### config.mk
export PLATFORM = sky130hd
export DESIGN_NAME = data_mem_interface
export DESIGN_NICKNAME = d
export VERILOG_FILES = /design/src/rtl/data_mem_interface_pkg.sv /design/src/rtl/data_mem_interface_byte_lane_formatter.sv /design/src/rtl/data_mem_interface.sv
export SDC_FILE = /design/constraint.sdc
export NUM_CORES = 1
export LEC_CHECK = 0
export BUFFER_PORTS_ARGS = -buffer_cell sky130_fd_sc_hd__buf_2
export CORE_MARGIN = 2
export CORE_UTILIZATION = 50
export CTS_CLUSTER_SIZE = 40
export DETAILED_ROUTE_END_ITERATION = 6
export GPL_ROUTABILITY_DRIVEN = 1
export PLACE_DENSITY = 0.83
export SETUP_SLACK_MARGIN = 0.3
export SYNTH_ARGS = -nofsm -noshare
export SYNTH_HDL_FRONTEND = slang
export SYNTH_SLANG_ARGS = --single-unit
### constraint.sdc
create_clock -name clk -period 7.4 [get_ports clk]
set_input_delay 1.48 -clock clk [delete_from_list [all_inputs] [get_ports clk]]
set_output_delay 1.48 -clock clk [all_outputs]
set_load 0.01 [all_outputs]
### src/rtl/data_mem_interface_pkg.sv
// rtl/data_mem_interface_pkg.sv - shared types and constants for the memory-access stage
package data_mem_interface_pkg;

    typedef enum logic [1:0] {
        IDLE = 2'd0,
        BUS  = 2'd1,
        DONE = 2'd2
    } mem_state_t;

    localparam logic [3:0] SEL_WORD  = 4'b1111;
    localparam logic [3:0] SEL_BYTE0 = 4'b0001;

endpackage

### src/rtl/data_mem_interface_byte_lane_formatter.sv
// rtl/data_mem_interface_byte_lane_formatter.sv - store lane steering and load byte extraction
module byte_lane_formatter
    import data_mem_interface_pkg::*;
(
    input  logic        store_byte,
    input  logic [1:0]  st_off,
    input  logic [31:0] store_data,
    output logic [3:0]  sel,
    output logic [31:0] wdata,
    input  logic        load_byte,
    input  logic [1:0]  ld_off,
    input  logic [31:0] rdata,
    output logic [31:0] load_data
);

    logic [7:0] ld_byte;

    always_comb begin
        sel       = store_byte ? (SEL_BYTE0 << st_off) : SEL_WORD;
        wdata     = store_byte ? {4{store_data[7:0]}} : store_data;
        ld_byte   = rdata[{ld_off, 3'b000} +: 8];
        load_data = load_byte ? {{24{ld_byte[7]}}, ld_byte} : rdata;
    end

endmodule

### src/rtl/data_mem_interface.sv
// rtl/data_mem_interface.sv - single-outstanding load/store bus master that stalls the pipeline
module data_mem_interface
    import data_mem_interface_pkg::*;
#(
    parameter int ADDR_W  = 32,
    parameter int DATA_W  = 32,
    parameter int TIMEOUT = 16
) (
    input  logic              clk,
    input  logic              rst,
    input  logic              read_mem,
    input  logic              write_mem,
    input  logic              load_byte,
    input  logic              store_byte,
    input  logic [ADDR_W-1:0] address,
    input  logic [DATA_W-1:0] store_data,
    input  logic [DATA_W-1:0] bus_rdata,
    input  logic              bus_ack,
    output logic [ADDR_W-1:0] bus_addr,
    output logic [DATA_W-1:0] bus_wdata,
    output logic [3:0]        bus_sel,
    output logic              bus_read,
    output logic              bus_write,
    output logic [DATA_W-1:0] load_data,
    output logic              data_valid,
    output logic              bus_error,
    output logic              stall
);

    localparam int CNT_W = (TIMEOUT > 2) ? $clog2(TIMEOUT) : 1;

    mem_state_t        state_q, state_d;
    logic [CNT_W-1:0]  cnt_q, cnt_d;
    logic [ADDR_W-1:0] bus_addr_q, bus_addr_d;
    logic [DATA_W-1:0] bus_wdata_q, bus_wdata_d;
    logic [3:0]        bus_sel_q, bus_sel_d;
    logic              bus_read_q, bus_read_d;
    logic              bus_write_q, bus_write_d;
    logic [DATA_W-1:0] load_data_q, load_data_d;
    logic              data_valid_q, data_valid_d;
    logic              bus_error_q, bus_error_d;
    logic              ld_byte_q, ld_byte_d;
    logic [1:0]        ld_off_q, ld_off_d;

    logic [3:0]        fmt_sel;
    logic [DATA_W-1:0] fmt_wdata;
    logic [DATA_W-1:0] fmt_load;

    // Store lanes come straight from the request inputs; load formatting uses the latched offset.
    byte_lane_formatter u_fmt (
        .store_byte (store_byte),
        .st_off     (address[1:0]),
        .store_data (store_data),
        .sel        (fmt_sel),
        .wdata      (fmt_wdata),
        .load_byte  (ld_byte_q),
        .ld_off     (ld_off_q),
        .rdata      (bus_rdata),
        .load_data  (fmt_load)
    );

    always_comb begin
        state_d      = state_q;
        cnt_d        = cnt_q;
        bus_addr_d   = bus_addr_q;
        bus_wdata_d  = bus_wdata_q;
        bus_sel_d    = bus_sel_q;
        bus_read_d   = bus_read_q;
        bus_write_d  = bus_write_q;
        load_data_d  = load_data_q;
        data_valid_d = 1'b0;
        bus_error_d  = 1'b0;
        ld_byte_d    = ld_byte_q;
        ld_off_d     = ld_off_q;
        stall        = 1'b0;

        case (state_q)
            IDLE: begin
                stall = read_mem | write_mem;
                if (read_mem | write_mem) begin
                    state_d     = BUS;
                    cnt_d       = '0;
                    bus_addr_d  = {address[ADDR_W-1:2], 2'b00};
                    bus_write_d = write_mem;
                    bus_read_d  = read_mem & ~write_mem;
                    bus_sel_d   = write_mem ? fmt_sel : SEL_WORD;
                    bus_wdata_d = write_mem ? fmt_wdata : '0;
                    ld_byte_d   = load_byte;
                    ld_off_d    = address[1:0];
                end
            end
            BUS: begin
                stall = 1'b1;
                cnt_d = cnt_q + CNT_W'(1);
                if (bus_ack) begin
                    state_d      = DONE;
                    bus_read_d   = 1'b0;
                    bus_write_d  = 1'b0;
                    data_valid_d = bus_read_q;
                    if (bus_read_q) load_data_d = fmt_load;
                end else if (cnt_q == CNT_W'(TIMEOUT - 1)) begin
                    state_d     = DONE;
                    bus_read_d  = 1'b0;
                    bus_write_d = 1'b0;
                    load_data_d = '0;
                    bus_error_d = 1'b1;
                end
            end
            DONE: begin
                state_d = IDLE;
            end
            default: begin
                state_d = IDLE;
            end
        endcase
    end

    always_ff @(posedge clk or posedge rst) begin
        if (rst) begin
            state_q      <= IDLE;
            cnt_q        <= '0;
            bus_addr_q   <= '0;
            bus_wdata_q  <= '0;
            bus_sel_q    <= '0;
            bus_read_q   <= 1'b0;
            bus_write_q  <= 1'b0;
            load_data_q  <= '0;
            data_valid_q <= 1'b0;
            bus_error_q  <= 1'b0;
            ld_byte_q    <= 1'b0;
            ld_off_q     <= 2'b00;
        end else begin
            state_q      <= state_d;
            cnt_q        <= cnt_d;
            bus_addr_q   <= bus_addr_d;
            bus_wdata_q  <= bus_wdata_d;
            bus_sel_q    <= bus_sel_d;
            bus_read_q   <= bus_read_d;
            bus_write_q  <= bus_write_d;
            load_data_q  <= load_data_d;
            data_valid_q <= data_valid_d;
            bus_error_q  <= bus_error_d;
            ld_byte_q    <= ld_byte_d;
            ld_off_q     <= ld_off_d;
        end
    end

    assign bus_addr   = bus_addr_q;
    assign bus_wdata  = bus_wdata_q;
    assign bus_sel    = bus_sel_q;
    assign bus_read   = bus_read_q;
    assign bus_write  = bus_write_q;
    assign load_data  = load_data_q;
    assign data_valid = data_valid_q;
    assign bus_error  = bus_error_q;

endmodule

# Yosys cells after proc, flatten, opt, wreduce, memory -nomap -nowiden
# Index checks and enable logic that the tools add are counted.
# word_totals
register_bits	111
input_bits	103
wordCells	57
# classes
addsub	1
n_eq_ne	5
shift	2
n_mux	26
bitwise	3
reduce_logical	8
# ops
cell	n
$mux 32	6
$shiftx 32x6->8	1
$mux 4	3
$mux 1	9
$pmux 4 s2	1
$mux 2	3
$pmux 1 s2	3
$reduce_and 2->1	3
$reduce_and 3->1	2
$add 4x1->4 const B	1
$eq 4x4->1 const B	1
$pmux 2 s2	1
$reduce_bool 2->1	2
$shl 1x2->4 const A	1
$ne 3x3->1 const B	1
$eq 2x1->1 const B	1
$logic_not 2->1	1
$ne 2x1->1 const B	1
$ne 2x2->1 const B	1
$and 1x1->1	1
$not 1->1	1
$or 1x1->1	1

# Longest topological paths before layout
# Gate-level depths: netlist (run 1).
# depth
ltp_word	4
ltp_mapped	7
ltp_nobuf	5

# Hierarchy
# A second synthesis (run 1) with hierarchy kept.
# hier_totals
hier_cells	518
area_unflattened_um2	5459.0
# by_module_without_submodules
module	n_inst	cells_per_inst	area_each_um2
data_mem_interface	1	344	4424.2
byte_lane_formatter	1	174	1034.7

# Worst setup path before layout (run 1)
# No wires, ideal clock.
# synth_timing
kind	input port to output port
start	input port read_mem
end	output port stall
arrival_time_ps	2172
slack_ps	3748
cell_stages	3
path_buffers	1
cell_sequence	o21ai_2 clkbuf_1 nand2_1
# synth_between
elab_chain_cells	2
# synth_rtl
element	line	source
start, declared	data_mem_interface.sv:11	input logic read_mem,
$or 1x1->1	data_mem_interface.sv:79	stall = read_mem | write_mem;
$pmux 1 s2	data_mem_interface.sv:77	case (state_q)
end, declared	data_mem_interface.sv:27	output logic stall
# Every way passes these cells.

# Worst setup path after layout (run 1)
# Same ends and word-level chain as after synthesis.

==> results of run 1 <==
Yosys cell counts, types with 2 or more instances:
master	count
sky130_fd_sc_hd__dfrtp_1	111
sky130_fd_sc_hd__o21ai_0	47
sky130_fd_sc_hd__nand2_1	39
sky130_fd_sc_hd__mux2_2	32
sky130_fd_sc_hd__mux2i_1	30
sky130_fd_sc_hd__a31oi_1	26
sky130_fd_sc_hd__nand2b_1	26
sky130_fd_sc_hd__a21oi_2	22
sky130_fd_sc_hd__inv_1	16
sky130_fd_sc_hd__nand3_1	16
sky130_fd_sc_hd__clkbuf_1	13
sky130_fd_sc_hd__a21oi_1	12
sky130_fd_sc_hd__buf_2	11
sky130_fd_sc_hd__a22o_1	8
sky130_fd_sc_hd__buf_4	5
sky130_fd_sc_hd__o22ai_1	5
sky130_fd_sc_hd__buf_6	4
sky130_fd_sc_hd__nor2_1	4
sky130_fd_sc_hd__buf_8	2
sky130_fd_sc_hd__nor3b_1	2
sky130_fd_sc_hd__o221ai_1	2
where the power goes:
part	internal, mW	leakage, nW	switching (mW)	total [mW]
Sequential	0.889	1.35	0.216	1.10
Combinational	0.511	1.68	0.592	1.10
Clock	0.131	0.0929	0.220	0.351
critical path, cell delays in order:
cell	delay, ns
sky130_fd_sc_hd__buf_2	0.12
sky130_fd_sc_hd__o21ai_4	0.13
sky130_fd_sc_hd__buf_4	0.67
sky130_fd_sc_hd__nand2_1	0.09
sky130_fd_sc_hd__buf_2	0.17
per-stage QoR:
stage	cells	worst slack [ns]	instance area (µm²)
6_report	771	3.24	6230
5_1_grt	771	3.13	6230
4_1_cts	771	3.21	6230
3_5_place_dp	756	3.23	6040
3_3_place_gp	756	3.25	6040
2_1_floorplan	451	2.99	5040
routing by layer:
layer | GRT usage | wire length (µm) | part of all wire
met1 | 0.301 | 5240 | 0.41
met2 | 0.400 | 6480 | 0.50
met3 | 0.0683 | 909 | 0.070
met4 | 0.0840 | 267 | 0.021
met5 | 0 | 0 | 0
state kept, by name (all words and copies together) (netlist names), 2 cells and up:
register,count
bus_wdata,32
cnt_q,4
state_q,2
bus_sel,4
ld_off_q,2
bus_addr,30
load_data,32
cell type report:
cell class,instances,area share
clock buffers,9,0.0199
clock inverters,6,0.0102
inverters,17,0.0106
multi-input cells,288,0.319
flip-flops and latches,111,0.446
well taps,133,0.0267
repair buffers,207,0.167
worst paths after layout:
path	startpoint	to	slack [ns]	depth (start not counted)
worst min-delay path	bus_wdata[17]	bus_wdata[17]	0.50	2
worst max register to register	ld_off_q[1]	load_data[8]	5.00	4
max in group asynchronous	rst	bus_sel[2]	5.00	3
min in group asynchronous	rst	ld_byte_q	1.17	2
worst min register to register	bus_wdata[17]	bus_wdata[17]	0.50	2
worst max-delay path	read_mem	stall	3.24	5
cell families after synthesis:
| family | Yosys count |
|---|---|
| AOI/OAI and AO/OA | 127 |
| adders and majority gates | 1 |
| buffers and inverters | 52 |
| DFF | 111 |
| muxes | 62 |
| other | 1 |
| and+or+nand+nor | 96 |
==> metrics.yaml, run 1 <==
status: "completed"
clk_latency_ns: 0.38
synth_top_family_by_area: "compound AO/OA/AOI/OAI gates"
yosys-mux-area-fraction: 0.131
post_synthesis_compound_gate_area_fraction: 0.160
post_synthesis_instance_total: 450
final_net_count: 738
die-area_um2: 10900
p_leak_nw: 3.12
avgViaCountPerCell: 5.35
cts_root_buf: "sky130_fd_sc_hd__clkbuf_8"
fmax_ghz: 0.240
synth_adder_area_share: 0.00249
placement_rows: 36
final_util: 0.637
gp_routability_congestion: 0.831
syn-mean-instance-area_um2: 11.2
io-pin-count: 208
final_hold_slack_ns: 0.495
detail_route.first_pass.iterations: 4
port-buffer-count: 205
initial_core_util: 0.515
worst-endpoint-required_ns: 5.92
regArea_um2: 2780
drive_gt1_frac: 0.445
cts_hold_repair.buffers: 0
postCtsSetupRepairBufs: 0
worst-endpoint-arrival_ns: 2.68
setup_tns_ns: 0
dpl.hpwl_um: 9330
worstHoldPathType: "reg -> reg"
timing.critical_path.fanout_max: 82
clock_tree.buffer_depth: 2
antenna_violations_before_repair: 0
synth-simple-area-share: 0.0979
insertedDiodeCount: 0
cts_repair_resize_count: 0
routed_wl_um: 12900
synth.largest_area_cell: "sky130_fd_sc_hd__dfrtp_1"
critPathCaptureType: "output pin"
fillers: 778
worst_ir_drop_vdd_v: 0.000210
synth.top_cells.by_area: "sky130_fd_sc_hd__dfrtp_1, sky130_fd_sc_hd__mux2_2, sky130_fd_sc_hd__mux2i_1"
area_share_of_the_largest_cell_type_after_synthesis: 0.552
detail_route.wl_per_cell_um: 16.7
synth_warnings: 0
timing.final.crit_share: 0.563
async_set_or_reset_flop_fraction_in_the_synthesized_netlist: 1.00
final_antenna_net_count: 0
worst-slew-pin-transition_ns: 1.06
xor_xnor_share_of_the_synthesized_area: 0
powerDensity_nw_per_um2: 411
layout.cells.most_common_list: "sky130_fd_sc_hd__buf_2, sky130_fd_sc_hd__dfrtp_1, sky130_fd_sc_hd__o21ai_0"
timing.final.max_slew_violations: 0
syn_area_um2: 5030
path_clk_slew_ns: 0.12
hold_viol_final: 0
clock_skew_ns: 0.0191
htree_num_levels: 3
die_w_um: 104
yosysSeqAreaShare: 0.552
rsz_0062_raised_after_global_routing: "false"
coreArea_um2: 9770
number_of_enable_type_register_cells_in_the_synthesized_netlist: 0
numCtsBuffers: 9
multi_input_area_um2: 1990
count_of_cell_types_in_the_netlist: 38
first_global_vias: 4322
global_route.usage.total: 0.241
num_vias: 4121
grt_max_degree: 83
layout_commonest_cell: "sky130_fd_sc_hd__buf_2"
report.final.setup_viol: 0
die_height_um: 104
cts_num_sinks: 111
remaining_drc_errors: 0
worst_max_slew_margin_expressed_relative_to_the_limit: 0.294
max_cap_violations: 0
cp-start-kind: "input port"
fin_crit_ns: 4.16
areaGrowthSynthToFinish_pct: 23.7
dr.first_iter.drc_count: 184
postSynthRegisterBits: 111
power_mw: 2.56
first_pass_grt_wire_length_um: 21100
synth_ff_type: "sky130_fd_sc_hd__dfrtp_1"
path_class: "in -> out"
cts_tree: "yes"
globalRouteOverflowTotal: 0
Power figures use the tool's default switching activity.
==> run 2, diff against run 1 <==
- CORE_UTILIZATION: 50 -> 44
- PLACE_DENSITY: 0.83 -> 0.77
- clock period: 7.4 -> 3.8 ns (I/O delays scaled with it)
==> metrics.yaml, run 2 (same netlist as run 1, synthesis figures left out) <==
powerDensity_nw_per_um2: 820  # +100%
switching_share: 0.379  # -0.0228
timing.final.crit_share: 0.636
timing.final.max_slew_violations: 0  # unchanged
final_net_count: 740  # +0.27%
die_height_um: 111  # +6.3%
dr.first_iter.drc_count: 327  # +78%
port-buffer-count: 205  # unchanged
cts_hold_repair.buffers: 0  # unchanged
antenna_violations_before_repair: 1  # +1
worst-endpoint-required_ns: 3.97  # -1.95 ns
worst-endpoint-arrival_ns: 2.59  # -0.09 ns
avgViaCountPerCell: 5.33  # -0.24%
layout_commonest_cell: "sky130_fd_sc_hd__buf_2"
die_w_um: 111  # +6.3%
initial_core_util: 0.447  # -0.0684
fmax_ghz: 0.414
worst-slew-pin-transition_ns: 1.11  # +0.0541 ns
globalRouteOverflowTotal: 0  # unchanged
die-area_um2: 12300  # +13%
final_hold_slack_ns: 0.359  # -0.136 ns
dp.cells: 768  # +1.6%
path_cells: "mux2i_1 > nor2_1 > nor2_2 > a31oi_1"
path_class: "reg -> reg"
first_global_vias: 4096  # -5.2%
dpl.hpwl_um: 9250  # -0.86%
path_buf_inv: 0  # -3
htree_num_levels: 3  # unchanged
critPathCaptureType: "flip-flop"
insertedDiodeCount: 0  # unchanged
setup_crit_start: "ld_off_q[1]"
final_antenna_net_count: 0  # unchanged
timing.rr.start: "ld_off_q[1]"
regArea_um2: 2780  # unchanged
clock_tree.buffer_depth: 2  # unchanged
layout.cells.most_common_list: "sky130_fd_sc_hd__buf_2, sky130_fd_sc_hd__dfrtp_1, sky130_fd_sc_hd__o21ai_0"
detail_route.first_pass.iterations: 5  # +1
critical-path-slowest-cell: "sky130_fd_sc_hd__nor2_2"
worst_ir_drop_vdd_v: 0.000398  # +89%
final.setup.worst_slack_ns: 1.38  # -1.85 ns
family_with_the_most_delay_on_the_worst_path: "simple AND/OR/NAND/NOR gates"
final_cell_count_no_fill: 783  # +1.6%
comb_power_share: 0.408  # -0.023
cp-start-kind: "flip-flop"
timing.critical_path.fanout_max: 25  # -70%
worstHoldPathType: "in -> async"
placement_rows: 39  # +8.3%
fin_crit_ns: 2.42
routed_wl_um: 12800  # -0.46%
drive_gt1_frac: 0.445  # about the same
num_vias: 4175  # +1.3%
max_cap_violations: 0  # unchanged
clkPwrFrac: 0.180  # +0.043
path_clk_slew_ns: 0.07  # -0.05 ns
fillers: 952  # +22%
pre_cts_slack_ns: 1.35  # -1.88 ns
report.final.setup_viol: 0  # unchanged
cts_tree: "yes"
worst_max_slew_margin_expressed_relative_to_the_limit: 0.257  # -0.0361
setup_tns_ns: 0  # unchanged
clk_latency_ns: 0.35  # -0.03 ns
rsz_0062_raised_after_global_routing: "false"
numCtsBuffers: 9  # unchanged
p_leak_nw: 3.18  # +1.9%
global_route.usage.total: 0.209  # -0.0312
cp_slowest_stage_delay_ns: 0.84  # +0.17 ns
hold_viol_final: 0  # unchanged
cts_root_buf: "sky130_fd_sc_hd__clkbuf_16"
detail_route.wl_per_cell_um: 16.4  # -2.0%
io-pin-count: 208  # unchanged
cts_repair_resize_count: 0  # unchanged
grt_max_degree: 57  # -31%
cts_num_sinks: 111  # unchanged
remaining_drc_errors: 0  # unchanged
areaGrowthSynthToFinish_pct: 26.5
clock_skew_ns: 0.00568  # -0.0134 ns
internal-power_mw: 3.25  # +110%
coreArea_um2: 11300  # +15%
switchingPower_mw: 1.98  # +93%
multi_input_area_um2: 1990  # unchanged
gp_routability_congestion: 0.816  # -1.8%
seq_power_share: 0.412  # -0.020
first_pass_grt_wire_length_um: 20600  # -2.4%
status: "completed"
postCtsSetupRepairBufs: 0  # unchanged
-- run 2: routing by layer --
metal / part of all wire / track usage
met1: 0.42 / 0.264
met3: 0.083 / 0.0656
met4: 0.017 / 0.0842
met2: 0.48 / 0.337
met5: 0.0010 / 0
-- run 2: path summary, 6_finish.rpt --
kind / endpoint / slack, ns / cells past startpoint
worst max-delay path: load_data[22] / 1.38 / 4
worst min-delay path: bus_read / 0.36 / 2
worst max register to register: load_data[22] / 1.38 / 4
worst min register to register: bus_wdata[8] / 0.48 / 2
max in group asynchronous: bus_error / 2.46 / 3
min in group clk: bus_wdata[8] / 0.48 / 2
-- run 2: cell type report --
class	instances	share of cell area
Timing Repair Buffer	209	0.168
Tap cell	143	0.0281
Multi-Input combinational cell	288	0.312
Inverter	17	0.0106
Clock inverter	5	0.00904
Sequential cell	111	0.436
Clock buffer	10	0.0360
-- run 2: power by group through the flow --
stage               clock network [mW]  registers, mW  logic, mW
floorplan                            0           2.31       1.17
global placement                     0           2.14       2.10
detailed placement                   0           2.16       2.16
CTS                              0.961           2.15       2.16
global route                      1.01           2.23       2.35
finish                           0.939           2.15       2.13
-- run 2: through the flow --
step | cell area [µm²] | util | power (mW)
final | 6370 | 0.565 | 5.23
after global routing | 6370 | 0.565 | 5.58
after CTS | 6370 | 0.565 | 5.27
after detailed placement | 6080 | 0.540 | 4.32
after global placement | 6080 | 0.540 | 4.24
after floorplan | 5040 | - | 3.48
==> run 3, diff against run 2 <==
- ABC_AREA: not set -> 1
- CORE_UTILIZATION: 44 -> 48
- PLACE_DENSITY: 0.77 -> 0.8
- clock period: 3.8 -> 2.4 ns (I/O delays scaled with it)
==> metrics.yaml, run 3 <==
async_set_or_reset_flop_fraction_in_the_synthesized_netlist: 1.00  # unchanged
htree_num_levels: 3  # unchanged
count_of_cell_types_in_the_netlist: 21  # -45%
setup_crit_start: "state_q[1]"
fmax_ghz: 0.514
syn_area_um2: 4930  # -2.0%
port-buffer-count: 205  # unchanged
die_height_um: 105  # -5.0%
fillers: 894  # -6.1%
timing.critical_path.fanout_max: 7  # -72%
path_clk_slew_ns: 0.10  # +0.03 ns
r2r_setup_slack_ns: 0.64  # -0.74 ns
postSynthRegisterBits: 111  # unchanged
yosysSeqAreaShare: 0.563  # +0.0113
numCtsBuffers: 9  # unchanged
dpl.hpwl_um: 10200  # +9.8%
worst_ir_drop_vdd_v: 0.000594  # +49%
powerDensity_nw_per_um2: 1210  # +48%
synth_common_cells: "sky130_fd_sc_hd__nand2_1, sky130_fd_sc_hd__dfrtp_1, sky130_fd_sc_hd__nand3_1, sky130_fd_sc_hd__a21oi_1, sky130_fd_sc_hd__o21ai_0"
rsz_0062_raised_after_global_routing: "false"
final_hold_slack_ns: 0.222  # -0.137 ns
insertedDiodeCount: 0  # unchanged
layout.cells.most_common_list: "sky130_fd_sc_hd__nand2_1, sky130_fd_sc_hd__buf_2, sky130_fd_sc_hd__dfrtp_1"
clkPwrFrac: 0.154  # -0.026
clock_skew_ns: 0.0157  # +0.0100 ns
crit_cells: 4  # unchanged
cp_slowest_stage_delay_ns: 0.45  # -0.39 ns
comb_power_share: 0.432  # +0.024
grt_max_degree: 58  # +1.8%
die-area_um2: 11100  # -9.8%
clk_latency_ns: 0.37  # +0.02 ns
clock_tree.buffer_depth: 2  # unchanged
io-pin-count: 208  # unchanged
path_class: "reg -> out"
cts_num_sinks: 111  # unchanged
synth.largest_area_cell: "sky130_fd_sc_hd__dfrtp_1"
cp-start-kind: "flip-flop"
synth.top_cells.by_area: "sky130_fd_sc_hd__dfrtp_1, sky130_fd_sc_hd__nand2_1, sky130_fd_sc_hd__nand3_1"
post-synth-top-count-cell: "sky130_fd_sc_hd__nand2_1"
timing.final.max_slew_violations: 0  # unchanged
cts_hold_repair.buffers: 0  # unchanged
global_route.usage.total: 0.247  # +0.0381
worst_max_slew_margin_expressed_relative_to_the_limit: 0.512  # +0.255
globalRouteOverflowTotal: 0  # unchanged
gp_routability_congestion: 0.963  # +18%
cts_root_buf: "sky130_fd_sc_hd__clkbuf_8"
path_buf_inv: 2  # +2
synth_warnings: 0  # unchanged
internal-power_mw: 4.44  # +37%
antenna_violations_before_repair: 1  # unchanged
num_vias: 4853  # +16%
die_w_um: 105  # -5.0%
worst-endpoint-arrival_ns: 1.47  # -1.12 ns
seq_power_share: 0.415  # +0.003
syn-mean-instance-area_um2: 7.98  # -29%
worst-endpoint-required_ns: 1.92  # -2.05 ns
family_with_the_most_delay_on_the_worst_path: "flip-flops"
areaGrowthSynthToFinish_pct: 27.1
detail_route.wl_per_cell_um: 14.3  # -13%
area_share_of_the_largest_cell_type_after_synthesis: 0.563  # +0.0113
p_leak_nw: 3.70  # +16%
timing.rr.start: "ld_off_q[0]"
path_cells: "nor2_4 > inv_1 > nand2_1 > buf_2"
placement_rows: 37  # -5.1%
cts_tree: "yes"
remaining_drc_errors: 0  # unchanged
synth_ff_type: "sky130_fd_sc_hd__dfrtp_1"
post_synthesis_instance_total: 618  # +37%
setup_tns_ns: 0  # unchanged
fin_crit_ns: 1.95
critical-path-slowest-cell: "sky130_fd_sc_hd__dfrtp_1"
initial_core_util: 0.487  # +0.0399
switching_share: 0.417  # +0.0381
number_of_enable_type_register_cells_in_the_synthesized_netlist: 0  # unchanged
max_cap_violations: 0  # unchanged
switchingPower_mw: 3.17  # +60%
avgViaCountPerCell: 5.09  # -4.5%
timing.final.crit_share: 0.811
final_antenna_net_count: 0  # unchanged
routed_wl_um: 13700  # +6.4%
hold_viol_final: 0  # unchanged
worst-slew-pin-transition_ns: 0.731  # -0.382 ns
layout_commonest_cell: "sky130_fd_sc_hd__nand2_1"
ff2ff_path_depth: 9  # +5
drive_gt1_frac: 0.294  # -0.152
status: "completed"
worstHoldPathType: "in -> async"
final_net_count: 916  # +24%
report.final.setup_viol: 0  # unchanged
dr.first_iter.drc_count: 354  # +8.3%
detail_route.first_pass.iterations: 6  # +1
first_global_vias: 4525  # +10%
coreArea_um2: 10100  # -10%
critPathCaptureType: "output pin"
first_pass_grt_wire_length_um: 22200  # +7.5%
r2r_end: "load_data[18]"
run 3: worst max path at each step:
stage          slack, ns            to
2_1_floorplan       0.58  bus_addr[10]
3_3_place_gp        0.66    bus_sel[1]
3_5_place_dp        0.58    bus_sel[2]
4_1_cts             0.40         stall
5_1_grt             0.35         stall
6_report            0.45         stall
run 3: power by group through the flow:
| stage | registers, mW | logic (mW) | clock network, mW |
|---|---|---|---|
| global route | 3.25 | 3.69 | 1.27 |
| finish | 3.16 | 3.29 | 1.17 |
| CTS | 3.15 | 3.29 | 1.19 |
| detailed placement | 3.16 | 3.30 | 0 |
| global placement | 3.13 | 3.19 | 0 |
| floorplan | 3.48 | 1.68 | 0 |
run 3: layer usage:
metal,up-vias,global-route usage,share of wire
met1,2254,0.322,0.42
met5,-,0,0.00095
met3,35,0.0686,0.090
met4,2,0.0810,0.021
li1,2325,-,-
met2,237,0.401,0.47
run 3: stage by stage:
step | utilization | cell area (µm²) | total power, mW | std cells | worst slack [ns]
2_1_floorplan | - | 4940 | 5.16 | 619 | 0.577
3_3_place_gp | 0.597 | 6050 | 6.32 | 936 | 0.657
3_5_place_dp | 0.597 | 6050 | 6.46 | 936 | 0.585
4_1_cts | 0.618 | 6260 | 7.63 | 952 | 0.397
5_1_grt | 0.618 | 6270 | 8.20 | 953 | 0.349
6_report | 0.618 | 6270 | 7.61 | 953 | 0.453
run 3: final cells by class:
class / count / area, µm² / share of cell area
clock inverter: 4 / 53.8 / 0.00858
inverter: 28 / 109 / 0.0174
clock buffer: 12 / 155 / 0.0247
tap: 136 / 170 / 0.0271
sequential: 111 / 2780 / 0.443
multi-input combinational: 446 / 1880 / 0.300
timing repair buffer: 216 / 1120 / 0.179
run 3: cell families (layout without fill, tap and decap cells):
| family | after synthesis | in the layout | synth area share |
|---|---|---|---|
| AO/OA/AOI/OAI | 65 | 65 | 0.0672 |
| adder cells (fa/ha/maj) | 1 | 1 | 0.00254 |
| buffers and inverters | 62 | 260 | 0.0576 |
| flip-flops | 111 | 111 | 0.563 |
| other | 1 | 2 | 0.000760 |
| AND/OR/NAND/NOR | 378 | 378 | 0.309 |
run 3: repair_timing:
item	4_1_cts	5_1_grt
setup endpoints to repair	0	1
gates resized for setup	0	0
buffers inserted	0	1
run 3: worst min-delay path, delay by kind of cell:
family,cells,cell delay (ns)
buf+inv,3,0.49
